## src/rtl/au_abs_seq.sv

```systemverilog
// au_abs_seq
//   Multi-cycle two's-complement to sign-magnitude converter. A signed word is
//   captured, sign-extended into a shift register, then conditionally negated
//   DIGIT bits per cycle, LSB first, with a registered carry between digits.
//   The result is held in DONE until the downstream side takes it.
//
// Parameters
//   WIDTH      word length of a and z (>= 1)
//   DIGIT      bits processed per cycle (1 to WIDTH)
//
// Ports
//   clk        clock, rising edge
//   rst        synchronous reset, active-high
//   in_valid   input word valid
//   in_ready   block can accept input (IDLE only, low while rst is high)
//   a          two's-complement input word
//   out_valid  result valid (DONE)
//   out_ready  downstream accepts result
//   z          magnitude |a|, unsigned
//   sign       sign of a
//   is_min     a was the most negative value; z then reads 2^(WIDTH-1)

module au_abs_seq #(
  parameter int WIDTH = 8,
  parameter int DIGIT = 2
) (
  input  logic             clk,
  input  logic             rst,
  input  logic             in_valid,
  output logic             in_ready,
  input  logic [WIDTH-1:0] a,
  output logic             out_valid,
  input  logic             out_ready,
  output logic [WIDTH-1:0] z,
  output logic             sign,
  output logic             is_min
);

  localparam int NCYC = (WIDTH + DIGIT - 1) / DIGIT;
  localparam int P    = NCYC * DIGIT;
  localparam int CW   = (NCYC > 1) ? $clog2(NCYC) : 1;

  localparam logic [CW-1:0]    LAST_CNT = CW'(NCYC - 1);
  localparam logic [WIDTH-1:0] MIN_VAL  = WIDTH'(1) << (WIDTH - 1);

  typedef enum logic [1:0] {
    IDLE,
    BUSY,
    DONE
  } state_t;

  state_t          state;
  state_t          state_nxt;

  logic [P-1:0]    sr;
  logic [P-1:0]    sr_ext;
  logic [P-1:0]    sr_step;
  logic [DIGIT-1:0] digit_x;
  logic [DIGIT:0]  digit_sum;
  logic            carry;
  logic [CW-1:0]   cnt;

  // The shift register is padded up to a whole number of digits; the pad
  // bits are sign copies so the negation ripples through them harmlessly and
  // they are simply dropped when z is read.
  assign sr_ext = P'($signed(a));

  // One digit of the conditional negation: invert when negative, add the
  // carry that was seeded with the sign (the "+1" of ~a+1) at capture.
  assign digit_x   = sr[DIGIT-1:0] ^ {DIGIT{sign}};
  assign digit_sum = {1'b0, digit_x} + {{DIGIT{1'b0}}, carry};

  // The finished digit enters at the top so after NCYC steps the word is
  // back in its original bit positions.
  generate
    if (NCYC == 1) begin : g_single
      assign sr_step = digit_sum[DIGIT-1:0];
    end else begin : g_multi
      assign sr_step = {digit_sum[DIGIT-1:0], sr[P-1:DIGIT]};
    end
  endgenerate

  assign z = sr[WIDTH-1:0];

  // State register.
  always_ff @(posedge clk) begin
    if (rst) begin
      state <= IDLE;
    end else begin
      state <= state_nxt;
    end
  end

  // Next-state logic.
  always_comb begin
    state_nxt = state;
    case (state)
      IDLE: if (in_valid)          state_nxt = BUSY;
      BUSY: if (cnt == LAST_CNT)   state_nxt = DONE;
      DONE: if (out_ready)         state_nxt = IDLE;
      default:                     state_nxt = IDLE;
    endcase
  end

  // Handshake outputs are pure state decodes; in_ready is also masked by rst
  // so nothing upstream sees the block as ready while it is being cleared.
  always_comb begin
    in_ready  = (state == IDLE) && !rst;
    out_valid = (state == DONE);
  end

  // Datapath: capture in IDLE, one digit per BUSY cycle, hold otherwise so
  // the result stays put in DONE and lingers in IDLE.
  always_ff @(posedge clk) begin
    if (rst) begin
      sr     <= '0;
      sign   <= 1'b0;
      is_min <= 1'b0;
      carry  <= 1'b0;
      cnt    <= '0;
    end else begin
      case (state)
        IDLE: begin
          if (in_valid) begin
            sr     <= sr_ext;
            sign   <= a[WIDTH-1];
            carry  <= a[WIDTH-1];
            is_min <= (a == MIN_VAL);
            cnt    <= '0;
          end
        end
        BUSY: begin
          sr    <= sr_step;
          carry <= digit_sum[DIGIT];
          cnt   <= cnt + CW'(1);
        end
        default: begin
        end
      endcase
    end
  end

endmodule
```

## config.mk

```make
export PLATFORM = sky130hd
export DESIGN_NAME = au_abs_seq
export DESIGN_NICKNAME = d
export VERILOG_FILES = /design/src/rtl/au_abs_seq.sv
export SDC_FILE = /design/constraint.sdc
export NUM_CORES = 1
export LEC_CHECK = 0
export ABC_AREA = 1
export CAP_MARGIN = 20
export CORE_MARGIN = 2
export CORE_UTILIZATION = 40
export CTS_CLUSTER_DIAMETER = 100
export DETAILED_ROUTE_END_ITERATION = 8
export PLACE_DENSITY_LB_ADDON = 0.2
export SLEW_MARGIN = 10
export SYNTH_ARGS = -nofsm -noshare
export SYNTH_HDL_FRONTEND = slang
export SYNTH_SLANG_ARGS = --single-unit
```

## constraint.sdc

```tcl
create_clock -name clk -period 1.45 [get_ports clk]
set_input_delay 0.3625 -clock clk [delete_from_list [all_inputs] [get_ports clk]]
set_output_delay 0.3625 -clock clk [all_outputs]
set_load 0.02 [all_outputs]
```

==> results_dict.tcl, run 1 <==
set metrics [dict create \
    timing.rr.end "z[7]" \
    max_slew_margin 0.828 \
    antenna_found_initial 0 \
    synthTopCellsByArea "dfxtp_1, nand2_1, nor2_1" \
    synthTopCellsByCount "nand2_1, nor2_1, inv_1" \
    fin_cells 187 \
    grt_overflow 0 \
    synth_warnings 0 \
    tightest_slew_ns 0.257 \
    seq_area_frac_synth 0.365 \
    grt_pass1_vias 762 \
    hold_depth 2 \
    h-tree-depth 1 \
    timing.critical_path.arrival_ns 1.03 \
    cts_buffer_depth 2 \
    die_y_um 49.3 \
    port_buffers 23 \
    final-max-slew-violation-count 0 \
    die_width_um 49.3 \
    status "finished, final reports clean" \
    maxCapViolCount 0 \
    whs_ns 0.483 \
    routed_wl_um 1710 \
    final_nets 176 \
    worstSetupPathType "register to output port" \
    design.core.area_mm2 0.00194 \
    synth_edf_count 0 \
    cts.sinks 15 \
    root_buffer "clkbuf_4" \
    dp_hpwl_um 1340 \
    drtPass1Iterations 4 \
    drt_iter0_drc 16 \
    cts_setup_buffers 0 \
    drive_gt1_frac 0.150 \
    start_util 0.423 \
    fmax_ghz 0.716 \
    avgSynthCellArea_um2 6.47 \
    r2r_cells 7 \
    cts_inserted_buffers 3 \
    finalWeightedCongestion 0.770 \
    synth.most_common_cell "nand2_1" \
    rsz0062_at_grt "true" \
    grt_pass1_wl_um 3150 \
    grt_util_all_layers 0.160 \
    ios 24 \
    mappedNetlistArea_um2 822 \
    detail_route.vias_per_cell 4.37 \
    postRouteAntennaNets 0 \
    hold_viol_final 0 \
    hp-class "register to register" \
    rows 16 \
    synth_area_leader_cell "dfxtp_1" \
    ys_types 18 \
    synthCells 127 \
    areaGrowthSynthToFinish_pct 39.1 \
    synth_ff_type "dfxtp_1" \
    grt_max_degree 13 \
    ys_ff_latch 15 \
    finClkSkew_ns 0.00775 \
    p_leak_uw 0.000631 \
    min-delay-start "cnt[1]" \
    synthDominantCellAreaShare 0.365 \
    cts_hold_buf 0 \
    postLayoutCoreUtil 0.589 \
    cts_tree "built" \
    drc_errors 0 \
    ir_drop_uv 531 \
    clk_pin_slew_ns 0.09 \
    dp.cells 183 \
    fin_crit_sh 0.964 \
    setup_violations 0 \
    clkLatencyLatePin_ns 0.28 \
    ff2ff_setup_slack_ns 0.16 \
    die_area_mm2 0.00243 \
    crit_path_end_kind "output port" \
    period_minus_slack_ns 1.40 \
    min_to "cnt[1]" \
    crit_path_start_kind "register" \
    dp_slack_ns -0.403 \
    r2r-start "z[0]" \
    synthArstFlopShare 0 \
    fill_cells 209 \
    fin_ws_ns 0.0527 \
    via_count 817 \
    powerDensity_mw_per_mm2 854 \
    critPathMaxFanout 3 \
    required_ns 1.09 \
    wire_per_inst_um 9.14 \
    synth.net_count 142 \
    num_antenna_cells 0 \
]
[critical path, cell delays in order (launching register included)]
cell and delay [ns]:
dfxtp_1 0.34, buf_4 0.14, nor2_2 0.12, buf_4 0.15
[metal layers]
layer / wire length (um) / GRT usage
met3: 84 / 0.0307
met5: 0 / 0
met1: 842 / 0.211
met4: 12 / 0.0429
met2: 770 / 0.266
[registers in the layout (all words and copies together) (netlist names)]
name,cells
sign,1
carry,1
state,2
z,8
cnt,2
is_min,1
[kinds of logic (layout without fill, tap and decap cells)]
group           Yosys count  count (layout)  synth area share
compound gates           11              11            0.0929
simple gates             74              74             0.356
buf+inv                  22              55             0.119
fa+ha+maj                 3               3            0.0457
xor+xnor                  2               2            0.0213
flops                    15              15             0.365
[worst max path at each step]
stage	from	to	slack, ns	cells past startpoint
floorplan	sign	z[7]	0.07	7
global route	state[1]	in_ready	-0.01	4
finish	state[0]	out_valid	0.05	3
global placement	rst	in_ready	-0.40	3
detailed placement	rst	in_ready	-0.40	3
CTS	state[1]	in_ready	0.0009	4
[report_power, final]
group,total (uW),internal [uW],leakage [uW],switching (uW)
Sequential,462,443,0.000124,19.0
Clock,235,102,0.0000177,133
Combinational,280,125,0.000489,154
[cells in the final DEF, fill, tap and decap left out, drive strengths merged]
cell type / Yosys / layout
o21a: 1 / 1
xor2: 2 / 2
and2: 1 / 1
a21oi: 5 / 5
clkdlybuf4s50: 0 / 11
inv: 19 / 19
clkbuf: 1 / 3
ha: 3 / 3
dfxtp: 15 / 15
buf: 2 / 11
o21ai: 5 / 5
clkinv: 0 / 1
nor2: 28 / 28
dlygate4sd2: 0 / 10
nand3: 2 / 2
nand2: 43 / 43
[layout make-up]
cell class,instances,area [um2],area share
multi-input combinational,90,429,0.375
timing repair buffer,32,280,0.245
inverter,19,71.3,0.0624
clock buffer,3,22.5,0.0197
tap,27,33.8,0.0295
clock inverter,1,5.00,0.00438
sequential,15,302,0.264
[per-stage QoR]
| step | TNS (ns) | area (um2) | total power [uW] |
|---|---|---|---|
| final | 0 | 1140 | 977 |
| after floorplan | 0 | 822 | 643 |
| after global placement | -0.535 | 1130 | 768 |
| after detailed placement | -0.542 | 1130 | 772 |
| after global routing | -0.0109 | 1140 | 1040 |
| after CTS | 0 | 1130 | 989 |
[what timing repair did]
| item | 4_1_cts | 5_1_grt |
|---|---|---|
| setup endpoints to repair | 12 | 2 |
| resized for setup | 18 | 5 |
| pin swaps | 0 | 0 |
Note: power is estimated with default switching activity, not from simulation.
==> inputs of run 2 (changes only) <==
--- a/config.mk
+++ b/config.mk
@@ -7,8 +7,10 @@
 export LEC_CHECK = 0
 export ABC_AREA = 1
 export CAP_MARGIN = 20
+export CELL_PAD_IN_SITES_DETAIL_PLACEMENT = 1
+export CELL_PAD_IN_SITES_GLOBAL_PLACEMENT = 2
 export CORE_MARGIN = 2
-export CORE_UTILIZATION = 40
+export CORE_UTILIZATION = 23
 export CTS_CLUSTER_DIAMETER = 100
 export DETAILED_ROUTE_END_ITERATION = 8
 export PLACE_DENSITY_LB_ADDON = 0.2
==> results_dict.tcl, run 2 (synthesis gave the netlist of run 1 again) <==
set metrics [dict create \
    r2r_cells 7 \
    ir_drop_uv 247 \
    hold_viol_final 0 \
    finalWeightedCongestion 0.790 \
    grt_pass1_vias 854 \
    grt_overflow 0 \
    timing.critical_path.arrival_ns 1.05 \
    h-tree-depth 1 \
    antenna_found_initial 0 \
    ff2ff_setup_slack_ns 0.12 \
    design.core.area_mm2 0.00339 \
    postRouteAntennaNets 0 \
    ios 24 \
    via_count 824 \
    drive_gt1_frac 0.153 \
    min-delay-start "cnt[1]" \
    routed_wl_um 2330 \
    timing.rr.end "z[7]" \
    hold_depth 2 \
    crit_path_end_kind "output port" \
    min_to "cnt[1]" \
    tightest_slew_ns 0.273 \
    start_util 0.243 \
    max_slew_margin 0.818 \
    layout_common_cells "nand2_1, nor2_1, inv_1" \
    powerDensity_mw_per_mm2 864 \
    clk_pin_slew_ns 0.11 \
    cts_hold_buf 0 \
    finClkSkew_ns 0.00600 \
    crit_path_start_kind "primary input" \
    whs_ns 0.487 \
    tns_ns 0 \
    grt_max_degree 18 \
    worstSetupPathType "primary input to output port" \
    status "finished, final reports clean" \
    root_buffer "clkbuf_4" \
    fmax_ghz 0.710 \
    cts_setup_buffers 0 \
    drt_iter0_drc 24 \
    hp-class "register to register" \
    critPathMaxFanout 2 \
    die_area_mm2 0.00407 \
    p_leak_uw 0.000619 \
    place_area_mm2 0.00114 \
    dp_hpwl_um 1790 \
    areaGrowthSynthToFinish_pct 42.5 \
    final_nets 173 \
    die_y_um 63.8 \
    grt_pass1_wl_um 4020 \
    p_total_uw 1010 \
    mostFrequentLayoutCell "nand2_1" \
    setup_violations 0 \
    clkLatencyLatePin_ns 0.29 \
    num_antenna_cells 0 \
    port_buffers 23 \
    fin_crit_sh 0.971 \
    required_ns 1.09 \
    detail_route.vias_per_cell 4.06 \
    design_area_mm2 0.00117 \
    rows 21 \
    largest_reg_flops 8 \
    period_minus_slack_ns 1.41 \
    wire_per_inst_um 11.5 \
    maxCapViolCount 0 \
    cts_buffer_depth 2 \
    cts_tree "built" \
    die_width_um 63.8 \
    rsz0062_at_grt "true" \
    cts.sinks 15 \
    grt_util_all_layers 0.129 \
    r2r-start "z[0]" \
    cts_inserted_buffers 3 \
    drtPass1Iterations 3 \
    drc_errors 0 \
    final-max-slew-violation-count 0 \
]
## run 2: cell count changes in the layout (fill, tap and decap cells not counted), sizes merged
cell           previous run  this run
clkdlybuf4s15             0         1
dlygate4sd2              10         8
buf                      11         8
clkbuf                    3         4
## run 2: repair_timing
action / in CTS / in global routing
endpoints found under the setup margin: 12 / 4
resized for setup: 21 / 10
pin swaps: 0 / 0
## run 2: power breakdown
part           total, uW  switching [uW]  internal, uW
Sequential           465            20.2           444
Combinational        287             164           123
Clock                261             158           103
Total               1010             342           670
## run 2: layout make-up
cell class	count	area (um2)
fill	445	2220
clock inverter	1	5.00
clock buffer	3	22.5
inverter	19	71.3
sequential	15	304
multi-input combinational	90	439
timing repair buffer	29	272
tap	46	57.6
## run 2: worst max path at each step
stage             start  cells after the start       end
2_1_floorplan      sign                      7      z[7]
3_3_place_gp        rst                      3  in_ready
3_5_place_dp        rst                      3  in_ready
4_1_cts        state[1]                      4  in_ready
5_1_grt        state[1]                      4  in_ready
6_report            rst                      3  in_ready
## run 2: layer usage
metal	vias up	GRT usage	share of wire
li1	436	-	-
met1	371	0.156	0.47
met2	15	0.216	0.48
met3	2	0.0335	0.037
met4	0	0.0489	0.0073
met5	-	0	0
## run 2: stage by stage
step                instances  setup WS (ns)   util
detailed placement        199         -0.411  0.337
global route              203        -0.0213  0.346
finish                    203         0.0415  0.346
global placement          199         -0.410  0.337
CTS                       203        0.00320  0.340
floorplan                 127         0.0653      -
## run 2: worst max-delay path, stage by stage
cell             delay (ns)
clkdlybuf4s50_1        0.48
nor2_1                 0.05
buf_4                  0.15
==> inputs of run 3 (changes only) <==
--- a/config.mk
+++ b/config.mk
@@ -6,9 +6,9 @@
 export NUM_CORES = 1
 export LEC_CHECK = 0
 export ABC_AREA = 1
-export CAP_MARGIN = 20
 export CELL_PAD_IN_SITES_DETAIL_PLACEMENT = 1
 export CELL_PAD_IN_SITES_GLOBAL_PLACEMENT = 2
+export CORE_ASPECT_RATIO = 0.8
 export CORE_MARGIN = 2
 export CORE_UTILIZATION = 23
 export CTS_CLUSTER_DIAMETER = 100
==> results_dict.tcl, run 3 (synthesis gave the netlist of run 1 again) <==
set metrics [dict create \
    fmax_ghz 0.730 \
    slowest_stage "dfxtp_1" \
    setup_violations 0 \
    root_buffer "clkbuf_8" \
    routed_wl_um 2340 \
    clkLatencyLatePin_ns 0.24 \
    required_ns 1.09 \
    cts_tree "built" \
    crit_path_end_kind "output port" \
    h-tree-depth 1 \
    r2r-start "sign" \
    p_leak_uw 0.000647 \
    drtPass1Iterations 4 \
    maxCapViolCount 0 \
    via_count 848 \
    drive_gt1_frac 0.149 \
    grt_util_all_layers 0.126 \
    max_slew_margin 0.812 \
    tightest_slew_ns 0.282 \
    dp_hpwl_um 1840 \
    hp-class "register to register" \
    num_antenna_cells 0 \
    port_buffers 23 \
    grt_pass1_wl_um 4000 \
    critPathMaxFanout 4 \
    rsz0062_at_grt "true" \
    worstSetupPathType "register to output port" \
    critPathMaxStageDelay_ns 0.41 \
    cp_cell_sequence "dlygate4sd2_1" \
    crit_path_start_kind "register" \
    layout_common_cells "nand2_1, nor2_1, inv_1" \
    grt_pass1_vias 869 \
    finalWeightedCongestion 0.780 \
    start_util 0.240 \
    min-delay-start "cnt[1]" \
    cts.sinks 15 \
    startpoint "sign" \
    detail_route.vias_per_cell 4.18 \
    rows 19 \
    status "finished, final reports clean" \
    powerDensity_mw_per_mm2 922 \
    timing.critical_path.arrival_ns 1.01 \
    clk_pin_slew_ns 0.06 \
    areaGrowthSynthToFinish_pct 45.4 \
    die_width_um 70.8 \
    postRouteAntennaNets 0 \
    design.core.area_mm2 0.00342 \
    tns_ns 0 \
    finClkSkew_ns 0.000348 \
    fin_crit_sh 0.945 \
    largest_reg_flops 8 \
    grt_overflow 0 \
    drc_errors 0 \
    drt_iter0_drc 14 \
    ir_drop_uv 302 \
    die_area_mm2 0.00407 \
    path_buf_inv 1 \
    cts_buffer_depth 2 \
    cpLargestDelayFamily "flip-flops" \
    final_nets 177 \
    period_minus_slack_ns 1.37 \
    whs_ns 0.478 \
    antenna_found_initial 0 \
    die_y_um 57.5 \
    hold_viol_final 0 \
    cts_inserted_buffers 3 \
    wire_per_inst_um 11.5 \
    cts_hold_buf 0 \
    final-max-slew-violation-count 0 \
    grt_max_degree 18 \
    mostFrequentLayoutCell "nand2_1" \
    ios 24 \
    ff2ff_setup_slack_ns 0.11 \
]
run 3: power by group:
group / switching [uW] / internal (uW) / total [uW]
registers: 21.5 / 445 / 466
logic: 163 / 129 / 292
clock network: 149 / 194 / 344
total: 334 / 768 / 1100
run 3: final cells by class:
type | instances | area (um2)
Fill cell | 451 | 2230
Multi-Input combinational cell | 90 | 427
Sequential cell | 15 | 303
Timing Repair Buffer | 33 | 297
Inverter | 19 | 71.3
Tap cell | 42 | 52.6
Clock buffer | 4 | 45.0
run 3: routing by layer:
metal	vias up	GRT usage	wire, um
met5	-	0	0
met3	2	0.0300	95
met2	13	0.192	1030
met4	0	0.0404	17
li1	444	-	-
met1	389	0.177	1200
run 3: through the flow:
stage / power, uW / cells / setup WS [ns] / utilization / cell area, um2
final: 1100 / 203 / 0.0804 / 0.349 / 1190
after floorplan: 643 / 127 / 0.0653 / - / 822
after CTS: 1120 / 202 / 0.0407 / 0.345 / 1180
after detailed placement: 785 / 198 / -0.487 / 0.338 / 1160
after global routing: 1190 / 203 / -0.0139 / 0.349 / 1190
after global placement: 779 / 198 / -0.480 / 0.338 / 1160
run 3: path summary, 6_finish.rpt:
| path | to | cells past startpoint |
|---|---|---|
| setup reg to reg | z[7] | 7 |
| setup / recovery | sign | 1 |
| hold / removal | cnt[1] | 2 |
| hold reg to reg | cnt[1] | 2 |
run 3: timing repair:
action	in CTS	in global routing
setup buffers	0	1
pin swaps	0	1
endpoints found under the setup margin	12	1
gates resized for setup	20	3
